===== src/rtl/mogol_pkg.sv =====
// Shared definitions for the mogol_bahis automated bettor: FSM states, horse
// codes, datapath widths and the helpers that cut race fields out of the
// 16-bit LFSR word.
//
// Race field layout: every race output is a window of the LFSR word taken
// circularly, starting at a fixed bit offset. Bit i of a field is
// lfsr[(offset + i) mod 16]. The offsets are listed below.
package mogol_pkg;

  localparam int HIZ_W     = 10;
  localparam int SEYIRCI_W = 3;
  localparam int PARA_W    = 7;
  localparam int BAKIYE_W  = 14;
  localparam int FARK_W    = BAKIYE_W + 1;
  localparam int LFSR_W    = 16;
  localparam int TUR_W     = 8;

  localparam logic [PARA_W-1:0] PARA_MAX = 7'd127;
  localparam logic [TUR_W-1:0]  TUR_MAX  = 8'd255;

  // Circular window offsets into the LFSR word for each race output.
  localparam int HIZ_OFS_BEYAZ       = 0;
  localparam int HIZ_OFS_SIYAH       = 5;
  localparam int HIZ_OFS_BOZ         = 10;
  localparam int JOKEY_OFS_BEYAZ     = 3;
  localparam int JOKEY_OFS_SIYAH     = 8;
  localparam int JOKEY_OFS_BOZ       = 13;
  localparam int SEYIRCI_OFS_BEYAZ   = 0;
  localparam int SEYIRCI_OFS_SIYAH   = 4;
  localparam int SEYIRCI_OFS_BOZ     = 8;

  typedef enum logic [2:0] {
    BASLA,
    BAHIS,
    BEKLE,
    DEGERLENDIR,
    BITTI
  } durum_e;

  typedef enum logic [1:0] {
    AT_YOK   = 2'd0,
    AT_BEYAZ = 2'd1,
    AT_SIYAH = 2'd2,
    AT_BOZ   = 2'd3
  } at_e;

  // 10-bit circular window of the LFSR word starting at bit ofs.
  function automatic logic [HIZ_W-1:0] hiz_dilimi(input logic [LFSR_W-1:0] l,
                                                  input int ofs);
    logic [2*LFSR_W-1:0] cift;
    cift = {l, l} >> ofs;
    return cift[HIZ_W-1:0];
  endfunction

  // 3-bit circular window of the LFSR word starting at bit ofs.
  function automatic logic [SEYIRCI_W-1:0] seyirci_dilimi(input logic [LFSR_W-1:0] l,
                                                          input int ofs);
    logic [2*LFSR_W-1:0] cift;
    cift = {l, l} >> ofs;
    return cift[SEYIRCI_W-1:0];
  endfunction

endpackage


===== src/rtl/mogol_lfsr16.sv =====
// 16-bit Fibonacci LFSR, taps 16,14,13,11 (x^16 + x^14 + x^13 + x^11 + 1).
// Shifts left; the feedback bit enters at bit 0. Advances only when en_i is
// high. A seed of zero would lock the register, so it is replaced by 1.
module mogol_lfsr16
  import mogol_pkg::*;
#(
  parameter logic [LFSR_W-1:0] TOHUM = 16'hACE1
) (
  input  logic              clk_i,
  input  logic              rst_ni,
  input  logic              en_i,
  output logic [LFSR_W-1:0] deger_o
);

  localparam logic [LFSR_W-1:0] BASLANGIC = (TOHUM == '0) ? 16'h0001 : TOHUM;

  logic [LFSR_W-1:0] lfsr_q;
  logic [LFSR_W-1:0] lfsr_d;
  logic              geri_besleme;

  // Next value: XOR of the tap bits shifted in at the bottom.
  always_comb begin
    geri_besleme = lfsr_q[15] ^ lfsr_q[13] ^ lfsr_q[12] ^ lfsr_q[10];
    lfsr_d       = en_i ? {lfsr_q[LFSR_W-2:0], geri_besleme} : lfsr_q;
  end

  // State register, reseeded by reset.
  always_ff @(posedge clk_i or negedge rst_ni) begin
    if (!rst_ni) lfsr_q <= BASLANGIC;
    else         lfsr_q <= lfsr_d;
  end

  assign deger_o = lfsr_q;

endmodule


===== src/rtl/mogol_bahis_oyuncu.sv =====
// Automated martingale bettor for mogol_bahis. Each round it places one bet
// for a single cycle, waits SONUC_GECIKME cycles, then compares the returned
// bakiye with the value before the bet: double after a loss (saturating at
// 127), back to TABAN_PARA after a win, unchanged on a draw. The game ends on
// the profit target, the stop-loss or the round limit. Race parameters are
// windows of an internal LFSR that advances once per round.
//
// Build option: define RASTGELE_AT_EN to choose the horse from LFSR[1:0]
// (code 0 folds onto boz); otherwise horses rotate beyaz -> siyah -> boz.
module mogol_bahis_oyuncu
  import mogol_pkg::*;
#(
  parameter int                          TABAN_PARA    = 10,
  parameter int                          SONUC_GECIKME = 1,
  parameter logic signed [BAKIYE_W-1:0]  HEDEF         = 14'sd1000,
  parameter logic signed [BAKIYE_W-1:0]  ZARAR_SINIRI  = -14'sd1000,
  parameter int                          TUR_SAYISI    = 64,
  parameter logic [LFSR_W-1:0]           LFSR_TOHUM    = 16'hACE1
) (
  input  logic                        saat,
  input  logic                        reset,
  input  logic signed [BAKIYE_W-1:0]  bakiye,
  output logic [HIZ_W-1:0]            beyaz_at_hizlar,
  output logic [HIZ_W-1:0]            siyah_at_hizlar,
  output logic [HIZ_W-1:0]            boz_at_hizlar,
  output logic [HIZ_W-1:0]            beyaz_jokey_komutlar,
  output logic [HIZ_W-1:0]            siyah_jokey_komutlar,
  output logic [HIZ_W-1:0]            boz_jokey_komutlar,
  output logic [SEYIRCI_W-1:0]        beyaz_at_seyirci,
  output logic [SEYIRCI_W-1:0]        siyah_at_seyirci,
  output logic [SEYIRCI_W-1:0]        boz_at_seyirci,
  output logic [1:0]                  tahmin_edilen_at,
  output logic [PARA_W-1:0]           yatirilan_para,
  output logic [TUR_W-1:0]            tur,
  output logic                        oyun_bitti
);

  localparam logic [PARA_W-1:0] TABAN_BET   = PARA_W'(TABAN_PARA);
  localparam logic [3:0]        GECIKME_SON = 4'(SONUC_GECIKME - 1);
  localparam logic [TUR_W-1:0]  TUR_SINIR   = TUR_W'(TUR_SAYISI);

  // Doubling after a loss; anything that would pass 127 sticks at 127.
  function automatic logic [PARA_W-1:0] ikiye_katla(input logic [PARA_W-1:0] b);
    logic [PARA_W:0] iki;
    iki = {b, 1'b0};
    return iki[PARA_W] ? PARA_MAX : iki[PARA_W-1:0];
  endfunction

  // Round counter increment that holds at 255.
  function automatic logic [TUR_W-1:0] tur_arttir(input logic [TUR_W-1:0] t);
    return (t == TUR_MAX) ? t : t + 8'd1;
  endfunction

  // Round-robin successor: beyaz -> siyah -> boz -> beyaz.
  function automatic at_e sonraki_at(input at_e a);
    case (a)
      AT_BEYAZ: return AT_SIYAH;
      AT_SIYAH: return AT_BOZ;
      default:  return AT_BEYAZ;
    endcase
  endfunction

  durum_e                       durum_q;
  logic [PARA_W-1:0]            bet_q;
  logic signed [BAKIYE_W-1:0]   onceki_q;
  logic [3:0]                   bekle_q;
  logic [TUR_W-1:0]             tur_q;
  at_e                          rr_q;
  at_e                          tahmin_q;
  logic [PARA_W-1:0]            para_q;
  logic                         bitti_q;
  logic [2:0][HIZ_W-1:0]        hiz_q;
  logic [2:0][HIZ_W-1:0]        jokey_q;
  logic [2:0][SEYIRCI_W-1:0]    seyirci_q;

  logic [LFSR_W-1:0]            lfsr_deger;
  logic                         lfsr_en;
  logic signed [FARK_W-1:0]     bakiye_gen;
  logic signed [FARK_W-1:0]     onceki_gen;
  logic signed [FARK_W-1:0]     fark;
  logic [PARA_W-1:0]            bet_yeni;
  logic [PARA_W-1:0]            bet_icin;
  logic [TUR_W-1:0]             tur_yeni;
  logic                         dur;
  logic                         bahise_gec;
  at_e                          secilen_at;
  logic [2:0][HIZ_W-1:0]        hiz_yeni;
  logic [2:0][HIZ_W-1:0]        jokey_yeni;
  logic [2:0][SEYIRCI_W-1:0]    seyirci_yeni;

  // The LFSR steps exactly once per round, on leaving BAHIS.
  assign lfsr_en = (durum_q == BAHIS);

  mogol_lfsr16 #(
    .TOHUM   (LFSR_TOHUM)
  ) u_lfsr (
    .clk_i   (saat),
    .rst_ni  (reset),
    .en_i    (lfsr_en),
    .deger_o (lfsr_deger)
  );

  // Round evaluation: signed balance difference, next bet, next round count
  // and the stop decision, all from the bakiye seen in DEGERLENDIR.
  always_comb begin
    bakiye_gen = {bakiye[BAKIYE_W-1], bakiye};
    onceki_gen = {onceki_q[BAKIYE_W-1], onceki_q};
    fark       = bakiye_gen - onceki_gen;
    if (fark < 0)      bet_yeni = ikiye_katla(bet_q);
    else if (fark > 0) bet_yeni = TABAN_BET;
    else               bet_yeni = bet_q;
    tur_yeni = tur_arttir(tur_q);
    dur      = (bakiye >= HEDEF) || (bakiye <= ZARAR_SINIRI) || (tur_yeni == TUR_SINIR);
  end

  // Race fields for the coming bet, cut from the current LFSR word.
  always_comb begin
    hiz_yeni[0]     = hiz_dilimi(lfsr_deger, HIZ_OFS_BEYAZ);
    hiz_yeni[1]     = hiz_dilimi(lfsr_deger, HIZ_OFS_SIYAH);
    hiz_yeni[2]     = hiz_dilimi(lfsr_deger, HIZ_OFS_BOZ);
    jokey_yeni[0]   = hiz_dilimi(lfsr_deger, JOKEY_OFS_BEYAZ);
    jokey_yeni[1]   = hiz_dilimi(lfsr_deger, JOKEY_OFS_SIYAH);
    jokey_yeni[2]   = hiz_dilimi(lfsr_deger, JOKEY_OFS_BOZ);
    seyirci_yeni[0] = seyirci_dilimi(lfsr_deger, SEYIRCI_OFS_BEYAZ);
    seyirci_yeni[1] = seyirci_dilimi(lfsr_deger, SEYIRCI_OFS_SIYAH);
    seyirci_yeni[2] = seyirci_dilimi(lfsr_deger, SEYIRCI_OFS_BOZ);
  end

`ifdef RASTGELE_AT_EN
  // LFSR-driven pick; the 2-bit code 0 is not a horse, so it folds onto boz.
  always_comb begin
    secilen_at = at_e'(lfsr_deger[1:0]);
    if (lfsr_deger[1:0] == 2'b00) secilen_at = AT_BOZ;
  end
`else
  // Round-robin pick held in rr_q.
  always_comb secilen_at = rr_q;
`endif

  // A bet is loaded on every edge that lands in BAHIS; coming from
  // DEGERLENDIR it must already carry the freshly updated bet.
  always_comb begin
    bahise_gec = (durum_q == BASLA) || ((durum_q == DEGERLENDIR) && !dur);
    bet_icin   = (durum_q == DEGERLENDIR) ? bet_yeni : bet_q;
  end

  // Game FSM with registered outputs.
  always_ff @(posedge saat or negedge reset) begin
    if (!reset) begin
      durum_q   <= BASLA;
      bet_q     <= TABAN_BET;
      onceki_q  <= '0;
      bekle_q   <= '0;
      tur_q     <= '0;
      rr_q      <= AT_BEYAZ;
      tahmin_q  <= AT_YOK;
      para_q    <= '0;
      bitti_q   <= 1'b0;
      hiz_q     <= '0;
      jokey_q   <= '0;
      seyirci_q <= '0;
    end else begin
      case (durum_q)
        BASLA: begin
          onceki_q <= bakiye;
          durum_q  <= BAHIS;
        end
        BAHIS: begin
          tahmin_q <= AT_YOK;
          para_q   <= '0;
          bekle_q  <= '0;
          durum_q  <= BEKLE;
        end
        BEKLE: begin
          if (bekle_q == GECIKME_SON) begin
            bekle_q <= '0;
            durum_q <= DEGERLENDIR;
          end else begin
            bekle_q <= bekle_q + 4'd1;
          end
        end
        DEGERLENDIR: begin
          bet_q    <= bet_yeni;
          tur_q    <= tur_yeni;
          onceki_q <= bakiye;
          if (dur) begin
            durum_q   <= BITTI;
            bitti_q   <= 1'b1;
            hiz_q     <= '0;
            jokey_q   <= '0;
            seyirci_q <= '0;
          end else begin
            durum_q <= BAHIS;
          end
        end
        BITTI: begin
          durum_q <= BITTI;
        end
        default: begin
          durum_q <= BASLA;
        end
      endcase

      if (bahise_gec) begin
        tahmin_q  <= secilen_at;
        para_q    <= bet_icin;
        rr_q      <= sonraki_at(rr_q);
        hiz_q     <= hiz_yeni;
        jokey_q   <= jokey_yeni;
        seyirci_q <= seyirci_yeni;
      end
    end
  end

  assign beyaz_at_hizlar      = hiz_q[0];
  assign siyah_at_hizlar      = hiz_q[1];
  assign boz_at_hizlar        = hiz_q[2];
  assign beyaz_jokey_komutlar = jokey_q[0];
  assign siyah_jokey_komutlar = jokey_q[1];
  assign boz_jokey_komutlar   = jokey_q[2];
  assign beyaz_at_seyirci     = seyirci_q[0];
  assign siyah_at_seyirci     = seyirci_q[1];
  assign boz_at_seyirci       = seyirci_q[2];
  assign tahmin_edilen_at     = tahmin_q;
  assign yatirilan_para       = para_q;
  assign tur                  = tur_q;
  assign oyun_bitti           = bitti_q;

endmodule


===== config.mk =====
export PLATFORM = sky130hd
export DESIGN_NAME = mogol_bahis_oyuncu
export DESIGN_NICKNAME = d
export VERILOG_FILES = /design/src/rtl/mogol_pkg.sv /design/src/rtl/mogol_lfsr16.sv /design/src/rtl/mogol_bahis_oyuncu.sv
export SDC_FILE = /design/constraint.sdc
export NUM_CORES = 1
export LEC_CHECK = 0
export ABC_AREA = 1
export BUFFER_PORTS_ARGS = -buffer_cell sky130_fd_sc_hd__buf_2
export CAP_MARGIN = 20
export CORE_ASPECT_RATIO = 1.1
export CORE_MARGIN = 1.5
export CORE_UTILIZATION = 55
export CTS_CLUSTER_DIAMETER = 50
export DETAILED_ROUTE_END_ITERATION = 8
export PLACE_DENSITY = 0.77
export SETUP_SLACK_MARGIN = 0.5
export SYNTH_ARGS = -nofsm -noshare
export SYNTH_HDL_FRONTEND = slang
export SYNTH_SLANG_ARGS = --single-unit

===== constraint.sdc =====
create_clock -name saat -period 2.98 [get_ports saat]
set_input_delay 0.596 -clock saat [delete_from_list [all_inputs] [get_ports saat]]
set_output_delay 0.596 -clock saat [all_outputs]
set_load 0.005 [all_outputs]

==> results of run 1 <==
==> routing by layer <==
metal | GRT usage, % | vias up | part of all wire (%)
li1 | - | 2137 | -
met1 | 27.9 | 1930 | 47
met2 | 38.5 | 96 | 47
met3 | 2.95 | 13 | 4.1
met4 | 9.32 | 0 | 1.7
met5 | 0 | - | 0
==> repair_timing <==
action / in CTS / in global routing
gates resized for setup: 1 / 26
setup buffers: 0 / 4
cloned: 1 / 0
endpoints found under the hold margin: 0 / 0
endpoints found under the setup margin: 9 / 23
pin swaps: 1 / 16
==> cell usage after synthesis (8+ instances only) <==
library cell | count | share of area, %
dfrtp_1 | 69 | 35
o21ai_0 | 41 | 4.1
or2_2 | 8 | 1.0
a21oi_1 | 12 | 1.2
ha_1 | 18 | 4.6
buf_4 | 53 | 8.0
dfstp_2 | 11 | 5.8
nand3_1 | 52 | 5.3
nand2_1 | 214 | 16
clkbuf_1 | 8 | 0.61
nor2_1 | 36 | 2.7
nand4_1 | 9 | 1.1
inv_1 | 77 | 5.8
==> cell type report <==
type	instances	area [µm²]
clock buffer	11	151
clock inverter	5	63.8
fill	802	3220
inverter	79	297
multi-input combinational	433	2290
sequential	80	2020
tap	114	143
timing repair buffer	111	601
==> registers in the layout, summed over array words and instances, names as in the netlist <==
register / cells
u_lfsr.deger_o: 16
onceki_q: 14
beyaz_at_hizlar: 9
tur: 8
bet_q: 7
yatirilan_para: 7
siyah_at_hizlar: 5
bekle_q: 4
durum_q: 3
boz_at_hizlar: 2
rr_q: 2
tahmin_edilen_at: 2
oyun_bitti: 1
==> where the power goes <==
part	internal, mW	leakage (nW)	switching [mW]
combinational	0.0382	1.86	0.0774
sequential	1.09	0.883	0
clock	0.440	0.111	0.425
==> worst max-delay path, stage by stage, from the launching register on <==
cell,delay (ns)
dfrtp_1,0.42
ha_4,0.18
fa_2,0.53
nand2_2,0.05
nor3b_2,0.15
nand3_1,0.10
nor2_2,0.12
nand3_1,0.08
nor2_1,0.14
nand2_2,0.13
o21bai_1,0.20
nand3_1,0.14
nand2_1,0.09
==> worst paths after layout <==
path / to / depth (start not counted) / slack (ns)
min in group saat: u_lfsr.deger_o[7] / 2 / 0.47
worst max register to register: yatirilan_para[5] / 12 / 0.61
max in group asynchronous: u_lfsr.deger_o[6] / 2 / 2.20
worst min register to register: u_lfsr.deger_o[7] / 2 / 0.47
worst min-delay path: tur[1] / 1 / 0.15
worst max-delay path: yatirilan_para[5] / 12 / 0.61
==> kinds of logic (layout without fill, tap and decap cells) <==
family / count (synthesis) / after routing / synth area share (%)
and+or+nand+nor: 342 / 343 / 30.3
buffers and inverters: 147 / 206 / 15.6
DFF: 80 / 80 / 40.7
AOI/OAI and AO/OA: 65 / 65 / 7.23
adders and majority gates: 19 / 19 / 4.95
xor gates and xnor gates: 6 / 6 / 1.21
==> results.yml, run 1 <==
worst_setup_path:
  cp.arrival_ns: 2.68
  crit-reg2reg-launch: "onceki_q[0]"
  critPathLaunch: "onceki_q[0]"
  cp-start-kind: "flop"
  end_kind: "flop"
  critical_path_class: "reg2reg"
  cp.required_ns: 3.29
  worstPathMaxFanout: 5
timing:
  max_slew_margin_pct: 43.0
  setup_viol: 0
  fin_crit_ns: 2.37
  rsz0062_at_grt: "true"
  fin_setup_tns_ns: 0
  fin_crit_sh_pct: 79.7
  setup_ws_ns: 0.606
  skew_ns: 0.00932
  holdWs_ns: 0.153
  clock.fmax_ghz: 0.421
  worst_slew_pin_slew_ns: 0.851
  hold_violations: 0
  maxSlewViolCount: 0
layout:
  final_cell_mix: "210 x nand2_1, 101 x buf_2, 76 x inv_1"
  mostFrequentLayoutCell: "nand2_1"
  postLayoutCellArea_mm2: 0.00556
  fin_util_pct: 63.3
  stdcell_count: 833
  n_antenna_cell: 0
  drive_gt1_share_pct: 25.9
  area_growth_pct: 12.3
  finalNetCount: 749
grt:
  grt.total_usage_pct: 22.2
  grt_pass1_wl_um: 16700
  grt_overflow: 0
  antenna_found_initial: 0
  grt_pass1_vias: 3806
  grt_max_degree: 81
detailed_routing:
  drc: 0
  drt_iter0_drc: 161
  detail-route-antenna-nets: 0
  wl_per_cell_um: 12.1
  routed_via_density: 5.01
  wl_um: 10100
  routed-via-count: 4176
  drtPass1Iterations: 4
yosys:
  syn_avg_cell_area_um2: 7.51
  ys.flop_type: "dfrtp_1"
  yosysSeqAreaShare_pct: 40.7
  synth_edf_count: 0
  synthesis.area_mm2: 0.00495
  synthArstFlopShare_pct: 100
  syn_nets: 694
  ys_warn_count: 0
  yosysUniqueCellTypes: 45
  synthCells: 659
  synth-seq-cells: 80
pwr:
  p_leak_nw: 2.86
  power_density_mw_per_mm2: 372
  vdd_drop_max_mv: 0.234
  total_power_mw: 2.07
run:
  drv_cap: 0
floorplanning:
  die_area_mm2: 0.00958
  row_count: 36
  die_w_um: 93.5
  start_util_pct: 56.4
  die_h_um: 102
  boundaryPins: 103
  core-area_mm2: 0.00878
place:
  place_inst: 811
  port_buffers: 102
  place_area_mm2: 0.00516
  place.gp.congestion: 0.849
  dp_slack_ns: 0.155
  dp_hpwl_um: 7190
hold_path:
  worstHoldPathType: "in2async"
clocking:
  cts_buffer_depth: 2
  htree_levels: 3
  clk_pin_slew_ns: 0.09
  clock_latency_ns: 0.36
  postCtsHoldBufs: 0
  clockRootBuffer: "clkbuf_8"
  cts_made_buffers: 9
  tritoncts: "built"
  cts.sinks: 80
status:
  status: "completed"
Note: power is estimated with default switching activity, not from simulation.
==> run 2, diff against run 1 <==
CORE_UTILIZATION = 50   (was 55)
PLACE_DENSITY = 0.74   (was 0.77)
clock period = 1.95 ns   (was 2.98 ns; I/O delays follow)
==> run 2 against run 1 <==
Net effect: the flow now finishes with violations (negative setup slack); core utilization increased by 5.2 points; sequential share of layout area decreased by 5.2 points; wire length increased by 17%; clock power increased by 68%; non-clock buffer count increased by 63; register-to-register slack got worse by 0.93 ns; cell count increased by 8.4%; design area increased by 17%; sequential power increased by 52%; first-iteration DRC count increased by 19%; critical path type unchanged; largest cell class unchanged; largest power group unchanged.
==> results.yml, run 2 (synthesized netlist as in run 1, its figures left out) <==
detailed_routing:
  drc: 0
  wl_per_cell_um: 13.1
  routed_via_density: 5.06
  routed-via-count: 4565
  drtPass1Iterations: 5
  detail-route-antenna-nets: 0
  wl_um: 11800
  drt_iter0_drc: 192
timing:
  clock.fmax_ghz: 0.440
  worst_slew_pin_slew_ns: 0.713
  fin_crit_ns: 2.27
  maxSlewViolCount: 0
  setup_ws_ns: -0.322
  holdWs_ns: 0.296
  setup_viol: 35
  max_slew_margin_pct: 52.0
  hold_violations: 0
  rsz0062_at_grt: "true"
  skew_ns: 0.00529
  fin_crit_sh_pct: 117
clocking:
  clockRootBuffer: "clkbuf_8"
  cts_made_buffers: 9
  htree_levels: 3
  cts_buffer_depth: 2
  clk_pin_slew_ns: 0.08
  cts.sinks: 80
  tritoncts: "built"
  clock_latency_ns: 0.37
pwr:
  vdd_drop_max_mv: 0.317
  total_power_mw: 3.34
  p_leak_nw: 3.38
  power_density_mw_per_mm2: 515
grt:
  grt.total_usage_pct: 21.2
  grt_pass1_vias: 4132
  grt_pass1_wl_um: 18200
  grt_overflow: 0
  grt_max_degree: 61
  antenna_found_initial: 0
floorplanning:
  row_count: 37
  die_w_um: 97.9
  die_area_mm2: 0.0105
  boundaryPins: 103
  start_util_pct: 52.2
  core-area_mm2: 0.00949
  die_h_um: 107
worst_setup_path:
  worstPathMaxFanout: 5
  cp.buffers_inverters: 2
  cp.arrival_ns: 2.59
  cpMaxStageDelayCell: "dfrtp_1"
  path_cells: "ha_4 -> fa_2 -> inv_2 -> nand3_1 -> nand3_2 -> buf_4 -> xor2_1 -> nor2_1 -> nand3_1 -> nor2_2 -> nand2_4 -> nand2_4 -> nand3_1 -> nand2_1 -> nand2_1 -> nand2_1"
  critical_path_class: "reg2reg"
  end_kind: "flop"
  cp.required_ns: 2.26
  critical-path-top-delay-family: "simple AND/OR/NAND/NOR gates"
  cpPeakStageDelay_ns: 0.42
  cp-start-kind: "flop"
layout:
  final_cell_mix: "184 x nand2_1, 100 x buf_2, 71 x inv_1"
  area_growth_pct: 31.2
  stdcell_count: 903
  largest_reg_flops: 16
  finalNetCount: 816
  mostFrequentLayoutCell: "nand2_1"
  drive_gt1_share_pct: 39.1
  n_antenna_cell: 0
  postLayoutCellArea_mm2: 0.00650
  fin_util_pct: 68.5
status:
  violations: "negative setup slack"
  status: "complete, but fails checks"
place:
  port_buffers: 102
  place_area_mm2: 0.00560
  place_inst: 859
  place.gp.congestion: 0.859
  dp_hpwl_um: 7870
run:
  drv_cap: 0
hold_path:
  worstHoldPathType: "in2reg"
## run 2: cell types whose count changed in the layout (fill, tap and decap cells not counted), sizes merged, moves of 2 or more
cell      delta
buf         +62
clkinv       -3
clkinvlp     +3
nand2        +2
## run 2: layout make-up
| cell class | count | area [µm²] |
|---|---|---|
| clock buffers | 11 | 151 |
| clock inverters | 5 | 86.3 |
| fillers | 751 | 2990 |
| inverters | 79 | 310 |
| multi-input cells | 435 | 2610 |
| flip-flops and latches | 80 | 2020 |
| well taps | 117 | 146 |
| repair buffers | 174 | 1160 |
| repair inverters | 2 | 15.0 |
## run 2: power by group
group          total, mW  switching, mW  leakage [nW]  internal, mW
combinational      0.232          0.132          2.38        0.0993
sequential          1.66              0         0.878          1.66
clock               1.45          0.653         0.121         0.802
total               3.34          0.785          3.38          2.56
## run 2: path summary, 6_finish.rpt
check / cells past startpoint / slack, ns / startpoint / endpoint
worst max-delay path: 16 / -0.32 / onceki_q[0] / yatirilan_para[0]
worst min-delay path: 3 / 0.30 / bakiye[0] / onceki_q[0]
worst max register to register: 16 / -0.32 / onceki_q[0] / yatirilan_para[0]
worst min register to register: 2 / 0.48 / u_lfsr.deger_o[5] / u_lfsr.deger_o[5]
max in group asynchronous: 3 / 0.86 / reset / bet_q[3]
min in group asynchronous: 2 / 0.44 / reset / tur[2]
## run 2: what timing repair did
action                                 in CTS  in global routing
gates cloned                                2                  5
endpoints found under the hold margin      20                  0
pin swaps                                   9                 21
hold buffers                                1                  0
setup endpoints to repair                  57                 67
setup buffers                               7                 13
resized for setup                          42                 70
## run 2: worst reg2reg max path: stages (launching register included)
cell and delay [ns]:
dfrtp_1 0.42, ha_4 0.18, fa_2 0.37, inv_2 0.07, nand3_1 0.09, nand3_2 0.11
buf_4 0.11, xor2_1 0.06, nor2_1 0.12, nand3_1 0.10, nor2_2 0.13, nand2_4 0.10
nand2_4 0.10, nand3_1 0.07, nand2_1 0.08, nand2_1 0.06, nand2_1 0.05
## run 2: metal layers
metal	track usage, %	routed length, µm	vias up
li1	-	-	2278
met1	26.3	5230	2170
met3	3.51	430	16
met4	7.76	173	0
met2	37.3	5990	101
met5	0	0	-
## run 2: per-stage QoR
step	setup slack (ns)	TNS [ns]
floorplan	-0.162	-1.20
global placement	-0.491	-8.72
detailed placement	-0.555	-9.16
CTS	-0.321	-3.90
global route	-0.431	-10.04
finish	-0.322	-6.42
==> run 3, diff against run 2 <==
CORE_MARGIN = 10   (was 1.5)
==> run 3 against run 2 <==
Net effect: the run still ends with negative setup slack left; design area grew 1.7%; largest power group unchanged; first-iteration DRC count is 1.6% higher; global-route usage shrank 4.1 points; critical endpoint is now yatirilan_para[3]; critical path depth is 2 lower.
==> results.yml, run 3 (synthesized netlist as in run 1, its figures left out) <==
worst_setup_path:
  cp.arrival_ns: 2.54
  path_cells: "ha_4 -> fa_2 -> buf_4 -> nand2_1 -> nor3b_2 -> nand3_1 -> nor2_1 -> nand3_1 -> nor2_2 -> nand2_2 -> nand2_2 -> nand3_1 -> nand3_1 -> nand2_1"
  cpMaxStageDelayCell: "dfrtp_1"
  r2r_cells: 14
  crit-reg2reg-launch: "onceki_q[0]"
  cp.required_ns: 2.22
  critPathLaunch: "onceki_q[0]"
  end_kind: "flop"
  reg2reg_to: "yatirilan_para[3]"
  cp.depth: 14
  cp-start-kind: "flop"
  cp.buffers_inverters: 1
  critical_path_class: "reg2reg"
  critPathCapture: "yatirilan_para[3]"
  cpPeakStageDelay_ns: 0.42
  critical-path-top-delay-family: "simple AND/OR/NAND/NOR gates"
  worstPathMaxFanout: 5
  r2r_setup_slack_ns: -0.32
  cpMostUsedCell: "nand3_1"
grt:
  antenna_found_initial: 0
  grt.total_usage_pct: 17.1
  grt_max_degree: 33
  grt_pass1_vias: 4572
  grt_overflow: 0
  grt_pass1_wl_um: 20800
place:
  place_area_mm2: 0.00567
  port_buffers: 102
  dp_hpwl_um: 8950
  dp_slack_ns: -0.553
  place.gp.congestion: 0.914
layout:
  largest_reg_flops: 16
  multi_input_area_mm2: 0.00255
  postLayoutCellArea_mm2: 0.00661
  n_antenna_cell: 0
  nFillCells: 777
  final_cell_mix: "179 x nand2_1, 97 x buf_2, 73 x inv_1"
  area_growth_pct: 33.5
  mostFrequentLayoutCell: "nand2_1"
  finalNetCount: 831
  seqCellArea_mm2: 0.00202
  fin_util_pct: 67.8
  drive_gt1_share_pct: 40.3
timing:
  worst_slew_pin_slew_ns: 0.606
  fin_crit_ns: 2.27
  maxSlewViolCount: 0
  clock.fmax_ghz: 0.441
  setup_ws_ns: -0.317
  hold_violations: 0
  skew_ns: 0.00969
  setup_viol: 35
  fin_crit_sh_pct: 116
  rsz0062_at_grt: "true"
  max_slew_margin_pct: 59.2
clocking:
  htree_levels: 3
  clock_latency_ns: 0.37
  tritoncts: "built"
  clk_pin_slew_ns: 0.09
  cts_made_buffers: 9
  clockRootBuffer: "clkbuf_8"
  cts_buffer_depth: 2
  cts.sinks: 80
pwr:
  power_density_mw_per_mm2: 486
  vdd_drop_max_mv: 0.286
  p_leak_nw: 3.50
detailed_routing:
  wl_per_cell_um: 14.2
  detail-route-antenna-nets: 0
  routed-via-count: 4608
  drtPass1Iterations: 4
  drc: 0
  wl_um: 13100
  routed_via_density: 5.00
  drt_iter0_drc: 195
status:
  status: "complete, but fails checks"
  violations: "negative setup slack"
floorplanning:
  start_util_pct: 50.8
  core-area_mm2: 0.00975
  row_count: 38
  boundaryPins: 103
  die_w_um: 115
  die_h_um: 124
  die_area_mm2: 0.0143
run:
  drv_cap: 0
hold_path:
  worstHoldPathType: "in2reg"
[run 3: cell count changes in the layout (fill, tap and decap cells not counted), sizes merged]
cell / delta
buf: +18
clkbuf: -2
bufinv: -1
clkinv: +1
nand2: -1
[run 3: worst min-delay path, delay by kind of cell]
kind / cells / cell delay [ns]
buffers and inverters: 2 / 0.18
AO/OA/AOI/OAI: 1 / 0.05
[run 3: timing repair]
item                                    in CTS  in global routing
endpoints found under the setup margin      72                 70
buffers inserted                            18                 11
hold endpoints to repair                    21                  0
cloned                                       3                  1
hold buffers                                 1                  0
resized for setup                           49                 65
pin swaps                                   16                 15
[run 3: through the flow]
step / total power [mW] / cells / hold WS, ns / setup TNS [ns]
6_report: 3.21 / 921 / 0.284 / -7.61
5_1_grt: 3.32 / 921 / 0.309 / -13.63
4_1_cts: 3.22 / 909 / 0.284 / -6.43
3_5_place_dp: 1.91 / 871 / 0.348 / -9.38
3_3_place_gp: 1.90 / 871 / 0.341 / -9.40
2_1_floorplan: 1.77 / 659 / 0.0944 / -1.20
[run 3: how the worst min path moves through the flow]
stage / start / to / slack, ns / depth (start not counted)
3_3_place_gp: reset / siyah_at_hizlar[7] / 0.34 / 1
3_5_place_dp: reset / beyaz_at_hizlar[1] / 0.35 / 1
6_report: bakiye[0] / onceki_q[0] / 0.28 / 3
2_1_floorplan: reset / bekle_q[0] / 0.09 / 0
5_1_grt: bakiye[0] / onceki_q[0] / 0.31 / 3
4_1_cts: bakiye[0] / onceki_q[0] / 0.28 / 3
[run 3: cell type report]
type	count	share of cell area [%]
clock inverter	7	1.33
inverter	79	4.60
timing repair buffer	192	20.7
clock buffer	9	1.87
multi-input combinational	434	38.6
tap	120	2.27
sequential	80	30.6
[run 3: power by group]
part	switching (mW)	leakage [nW]	internal, mW
clock	0.706	0.0996	0.615
sequential	0	0.879	1.66
combinational	0.133	2.52	0.100
total	0.839	3.50	2.37
[run 3: metal layers]
layer	up-vias	part of all wire, %	global-route usage [%]
met5	-	0	0
met4	0	1.7	7.36
met3	15	7.3	4.38
met2	107	52	29.5
met1	2180	39	19.2
li1	2306	-	-
